$ cat config.mk
export PLATFORM = sky130hd
export DESIGN_NAME = crc_frame_serializer
export DESIGN_NICKNAME = d
export VERILOG_FILES = /design/src/rtl/crc_frame_serializer.sv
export SDC_FILE = /design/constraint.sdc
export NUM_CORES = 1
export LEC_CHECK = 0
export ABC_CLOCK_PERIOD_IN_PS = 3500
export CORE_MARGIN = 2
export CORE_UTILIZATION = 56
export DETAILED_ROUTE_END_ITERATION = 8
export PLACE_DENSITY = 0.84
export SKIP_LAST_GASP = 1
export SYNTH_ARGS = -nofsm -noshare
export SYNTH_HDL_FRONTEND = slang
export SYNTH_SLANG_ARGS = --single-unit
$ cat constraint.sdc
create_clock -name clk -period 3.5 [get_ports clk]
set_input_delay 0.875 -clock clk [delete_from_list [all_inputs] [get_ports clk]]
set_output_delay 0.875 -clock clk [all_outputs]
set_load 0.05 [all_outputs]
$ cat src/rtl/crc_frame_serializer.sv
// crc_frame_serializer
// Feeds a serial CRC-8 generator: accepts parallel payload words over a
// valid/ready handshake, shifts each word out LSB-first with Active high,
// then waits for the generator's CRC burst (crc_valid high, then low)
// before taking the next frame. Completion, underrun and timeout are
// reported as registered single-cycle pulses.
module crc_frame_serializer #(
    parameter int DATA_WIDTH = 8,
    parameter int TIMEOUT    = 16
) (
    input  logic                  clk,
    input  logic                  RST,
    input  logic [DATA_WIDTH-1:0] in_data,
    input  logic                  in_valid,
    input  logic                  in_last,
    output logic                  in_ready,
    output logic                  DATA,
    output logic                  Active,
    input  logic                  crc_valid,
    output logic                  busy,
    output logic                  frame_done,
    output logic                  underrun,
    output logic                  timeout
);

    localparam int                 CNT_W    = (DATA_WIDTH > 1) ? $clog2(DATA_WIDTH) : 1;
    localparam logic [CNT_W-1:0]   LAST_BIT = CNT_W'(DATA_WIDTH - 1);
    localparam logic [7:0]         TMO_LAST = 8'(TIMEOUT - 1);

    typedef enum logic [1:0] {
        ST_IDLE     = 2'd0,
        ST_SHIFT    = 2'd1,
        ST_WAIT_CRC = 2'd2
    } state_t;

    state_t                state_r, state_s;
    logic [DATA_WIDTH-1:0] shreg_r, shreg_s;
    logic                  last_r, last_s;
    logic [CNT_W-1:0]      bit_cnt_r, bit_cnt_s;
    logic [7:0]            tmo_cnt_r, tmo_cnt_s;
    logic                  seen_r, seen_s;
    logic                  data_r, data_s;
    logic                  active_r, active_s;
    logic                  frame_done_r, frame_done_s;
    logic                  underrun_r, underrun_s;
    logic                  timeout_r, timeout_s;
    logic                  ready_s;
    logic                  xfer_s;

    // Ready window decoded from registered state only: IDLE, or the last bit
    // of a word that is not flagged as the final word of the frame.
    always_comb begin
        ready_s = 1'b0;
        if (state_r == ST_IDLE) begin
            ready_s = 1'b1;
        end else if ((state_r == ST_SHIFT) && (bit_cnt_r == LAST_BIT) && !last_r) begin
            ready_s = 1'b1;
        end else begin
            ready_s = 1'b0;
        end
    end

    assign xfer_s     = in_valid & ready_s;
    assign in_ready   = ready_s;
    assign busy       = (state_r != ST_IDLE);
    assign DATA       = data_r;
    assign Active     = active_r;
    assign frame_done = frame_done_r;
    assign underrun   = underrun_r;
    assign timeout    = timeout_r;

    // Next-state and next-output logic; the serial bit registered for the
    // coming cycle is always the bit that will sit in shreg[0].
    always_comb begin
        state_s      = state_r;
        shreg_s      = shreg_r;
        last_s       = last_r;
        bit_cnt_s    = bit_cnt_r;
        tmo_cnt_s    = tmo_cnt_r;
        seen_s       = seen_r;
        data_s       = 1'b0;
        active_s     = 1'b0;
        frame_done_s = 1'b0;
        underrun_s   = 1'b0;
        timeout_s    = 1'b0;

        case (state_r)
            ST_IDLE: begin
                if (xfer_s) begin
                    shreg_s   = in_data;
                    last_s    = in_last;
                    bit_cnt_s = {CNT_W{1'b0}};
                    data_s    = in_data[0];
                    active_s  = 1'b1;
                    state_s   = ST_SHIFT;
                end else begin
                    state_s   = ST_IDLE;
                end
            end

            ST_SHIFT: begin
                if (bit_cnt_r != LAST_BIT) begin
                    shreg_s   = shreg_r >> 1;
                    bit_cnt_s = bit_cnt_r + CNT_W'(1);
                    data_s    = shreg_r[1];
                    active_s  = 1'b1;
                end else if (xfer_s) begin
                    // Seamless continuation: next word's bit 0 follows directly.
                    shreg_s   = in_data;
                    last_s    = in_last;
                    bit_cnt_s = {CNT_W{1'b0}};
                    data_s    = in_data[0];
                    active_s  = 1'b1;
                end else if (last_r) begin
                    tmo_cnt_s = 8'd0;
                    seen_s    = 1'b0;
                    state_s   = ST_WAIT_CRC;
                end else begin
                    // Upstream starved mid-frame: close the frame as a partial one.
                    underrun_s = 1'b1;
                    tmo_cnt_s  = 8'd0;
                    seen_s     = 1'b0;
                    state_s    = ST_WAIT_CRC;
                end
            end

            ST_WAIT_CRC: begin
                if (seen_r && !crc_valid) begin
                    frame_done_s = 1'b1;
                    state_s      = ST_IDLE;
                end else if (crc_valid) begin
                    // Once the burst has started it may last arbitrarily long.
                    seen_s = 1'b1;
                end else if (tmo_cnt_r == TMO_LAST) begin
                    timeout_s = 1'b1;
                    state_s   = ST_IDLE;
                end else begin
                    tmo_cnt_s = tmo_cnt_r + 8'd1;
                end
            end

            default: begin
                state_s = ST_IDLE;
            end
        endcase
    end

    // State and registered outputs; asynchronous reset aborts any frame silently.
    always_ff @(posedge clk or negedge RST) begin
        if (!RST) begin
            state_r      <= ST_IDLE;
            shreg_r      <= {DATA_WIDTH{1'b0}};
            last_r       <= 1'b0;
            bit_cnt_r    <= {CNT_W{1'b0}};
            tmo_cnt_r    <= 8'd0;
            seen_r       <= 1'b0;
            data_r       <= 1'b0;
            active_r     <= 1'b0;
            frame_done_r <= 1'b0;
            underrun_r   <= 1'b0;
            timeout_r    <= 1'b0;
        end else begin
            state_r      <= state_s;
            shreg_r      <= shreg_s;
            last_r       <= last_s;
            bit_cnt_r    <= bit_cnt_s;
            tmo_cnt_r    <= tmo_cnt_s;
            seen_r       <= seen_s;
            data_r       <= data_s;
            active_r     <= active_s;
            frame_done_r <= frame_done_s;
            underrun_r   <= underrun_s;
            timeout_r    <= timeout_s;
        end
    end

endmodule

==> flow_summary.toml, run 1 <==
[outcome]
run_status = "complete, no violations"

[setup_path]
worst_r2r_endpoint = "shreg_r[1]"
regToRegSetupSlack_ns = 1.55
critical_path_required_ns = 2.62
setup.worst_path.end_class = "output pin"
crit_path_max_fanout = 4
r2r_cells = 5
worstPathArrival_ns = 2.20
timing.critical_path.from_type = "flop"
regToRegStartpoint = "bit_cnt_r[0]"
worstSetupPathType = "flop to output pin"

[sta]
final_report_hold_violation_count = 0
setup_viol = 0
timing.final.crit_period_ns = 3.071
fmaxAchievable_ghz = 0.3256
timing.final.max_slew_violations = 0
timing.slew.headroom = 0.5943
finalSetupTns_ns = 0
tightestPinTransition_ns = 0.6059
post-route-period-util = 0.8775
finalClockSkew_ns = 0.001744
unrepaired_setup_endpoints_after_global_routing = "false"

[clock_tree]
count_of_buffers_added_by_post_cts_timing_repair_for_setup = 0
clock_sink_count = 27
cts_resizes = 0
cts.hold.buffers_added = 0
ctsRootBufferMaster = "clkbuf_4"
cts.path.max_buffers = 2
clk_pin_slew_ns = 0.14
clock_tree_from_tritoncts = "done"
htreeDepth = 1
tritoncts_buffer_count = 3
clk_latency_ns = 0.32

[grt]
grt_pass1_vias = 969
globalRouteTotalUtil = 0.2142
grt_max_degree = 28
antenna_found_initial = 0
grt_total_ovfl = 0
grt_pass1_wl_mm = 4.195

[drt]
drt-initial-drc-count = 28
drc = 0
via_count = 969
wl_per_cell_um = 15.39
totalWireLength_mm = 2.540
detail-route-antenna-nets = 0
detail_route.first_pass.iterations = 4
via_per_inst = 5.873

[finish]
fraction_of_final_layout_cells_sized_beyond_drive_strength_1 = 0.1533
fillerInstances = 173
area_growth_pct = 18.96
regArea_sq_um = 675.6
diodes = 0
multi_input_area_sq_um = 584.3
num-nets-final = 154
final_util = 0.6991

[floorplanning]
die_height_um = 52.18
design.core.area_sq_mm = 0.002212
floorplan.initialDensity = 0.5877
io-pin-count = 20
die_width_um = 52.18
rows = 17
die_area_sq_mm = 0.002723

[placed_design]
hpwlAfterDp_mm = 1.894
globalplace.congestion = 0.7168
port_buf_inserts = 19

[yosys]
post_synth_num_cell_types = 35
post_synth_instance_area_sq_mm = 0.001300
synth-seq-area-share = 0.5197
postSynthNetCount = 132
synth_warnings = 0
synth_area_leaders = "dfrtp_1 52%, mux2i_1 5.4%, o221a_2 5.2%, ha_1 2.9%, or2_2 2.9%"
ys_seq_elements = 27
synth_top_cell_by_area = "dfrtp_1"
cells_after_synth = 116
syn_avg_cell_area_sq_um = 11.21
netlist.area_leader.share = 0.5197

[power]
peak_supply_drop_v = 0.0004516
cellPowerDensity_mw_per_mm2 = 692.0
leakagePower_nw = 0.6908

[min_path]
whs_endpoint = "underrun"
holdCritStartpoint = "last_r"
number_of_cells_on_the_worst_hold_path = 1
worstHoldPathType = "flop to flop"

[flow_run]
drv_cap = 0
-- cells in the mapped netlist (all sizes together) --
library cell,count
o21bai,1
nand2,4
o221a,6
ha,3
o2111a,1
a22o,1
a21oi,6
o21a,1
nor2b,3
or3b,2
dfrtp,27
nor2,5
xor2,1
o31ai,3
mux2i,7
clkbuf,1
inv,7
mux2,1
nand3b,3
nand3,3
a21bo,1
o211a,1
nand2b,1
nor4b,1
o21ai,6
and3,1
buf,2
nor4,2
or2,6
or4,3
nor3,2
nand4bb,1
o211ai,3
-- kinds of logic after synthesis --
family | count (synthesis) | synth area share
xor gates and xnor gates | 1 | 0.006738
and+or+nand+nor | 37 | 0.1761
muxes | 8 | 0.06256
AOI/OAI and AO/OA | 30 | 0.1752
buffers and inverters | 10 | 0.03080
adders and majority gates | 3 | 0.02888
DFF | 27 | 0.5197
-- per-layer routing --
layer	vias up	wire length (um)	track usage
li1	469	-	-
met1	467	1072	0.2590
met2	29	1316	0.3734
met3	4	125	0.02571
met4	0	26	0.1111
met5	-	0	0
-- worst max-delay path by stage --
stage                 startpoint        to  depth (start not counted)  slack [ns]
floorplan           bit_cnt_r[0]  in_ready                          4        1.35
global placement    bit_cnt_r[0]  in_ready                          5        0.84
detailed placement  bit_cnt_r[0]  in_ready                          5        0.80
CTS                 bit_cnt_r[0]  in_ready                          5        0.41
global route        bit_cnt_r[0]  in_ready                          5        0.26
finish              bit_cnt_r[0]  in_ready                          5        0.43
-- worst max-delay path, cell delays in order, from the launching register on --
cell and delay [ns]:
dfrtp_1 0.39, ha_1 0.15, ha_1 0.17, nor2b_1 0.23, o21a_1 0.14, clkdlybuf4s50_1 0.79
-- flip-flops by register name, summed over array words and instances, names as in the netlist --
signal	count
last_r	1
timeout	1
tmo_cnt_r	8
DATA	1
shreg_r	7
Active	1
seen_r	1
underrun	1
frame_done	1
bit_cnt_r	3
state_r	2
-- layout make-up --
cell class,count,area share
tap,28,0.02265
clock inverter,1,0.003236
multi-input combinational,79,0.3778
inverter,7,0.01699
timing repair buffer,20,0.1278
sequential,27,0.4369
clock buffer,3,0.01456
-- stage by stage --
step	total power (W)	instances	area [sq um]	hold WS, ns	setup WS [ns]
after CTS	0.001079	165	1546	0.5375	0.4141
final	0.001070	165	1546	0.5403	0.4288
after detailed placement	0.0009465	161	1519	0.5180	0.8001
after floorplan	0.0008196	116	1300	0.4668	1.355
after global placement	0.0009251	161	1519	0.5067	0.8368
after global routing	0.001152	165	1546	0.5664	0.2560
-- cells in the final DEF, fill, tap and decap left out, drive strengths merged, types with 3 or more instances in the layout --
master and count:
a21oi 6, clkbuf 3, clkdlybuf4s50 19, dfrtp 27, ha 3, inv 7, mux2i 7, nand2 4
nand3 3, nand3b 3, nor2 5, nor2b 3, o211ai 3, o21ai 6, o221a 6, o31ai 3
or2 6, or4 3
-- power breakdown --
part	internal [W]	switching [W]
Clock	0.0000428	0.0000901
Combinational	0.000228	0.000247
Sequential	0.000401	0.0000617
No activity file was read; power rests on OpenSTA's default activity.
==> run 2: changes to the inputs <==
- HOLD_SLACK_MARGIN: unset -> 0.02
- TNS_END_PERCENT: unset -> 10
==> results of run 2 <==
Final layout, timing and power as in run 1 (identical DEF).
==> run 3: changes to the inputs <==
- GPL_ROUTABILITY_DRIVEN: unset -> 1
- SKIP_LAST_GASP: 1 -> unset
==> results of run 3 <==
Final layout, timing and power as in run 1 (identical DEF).
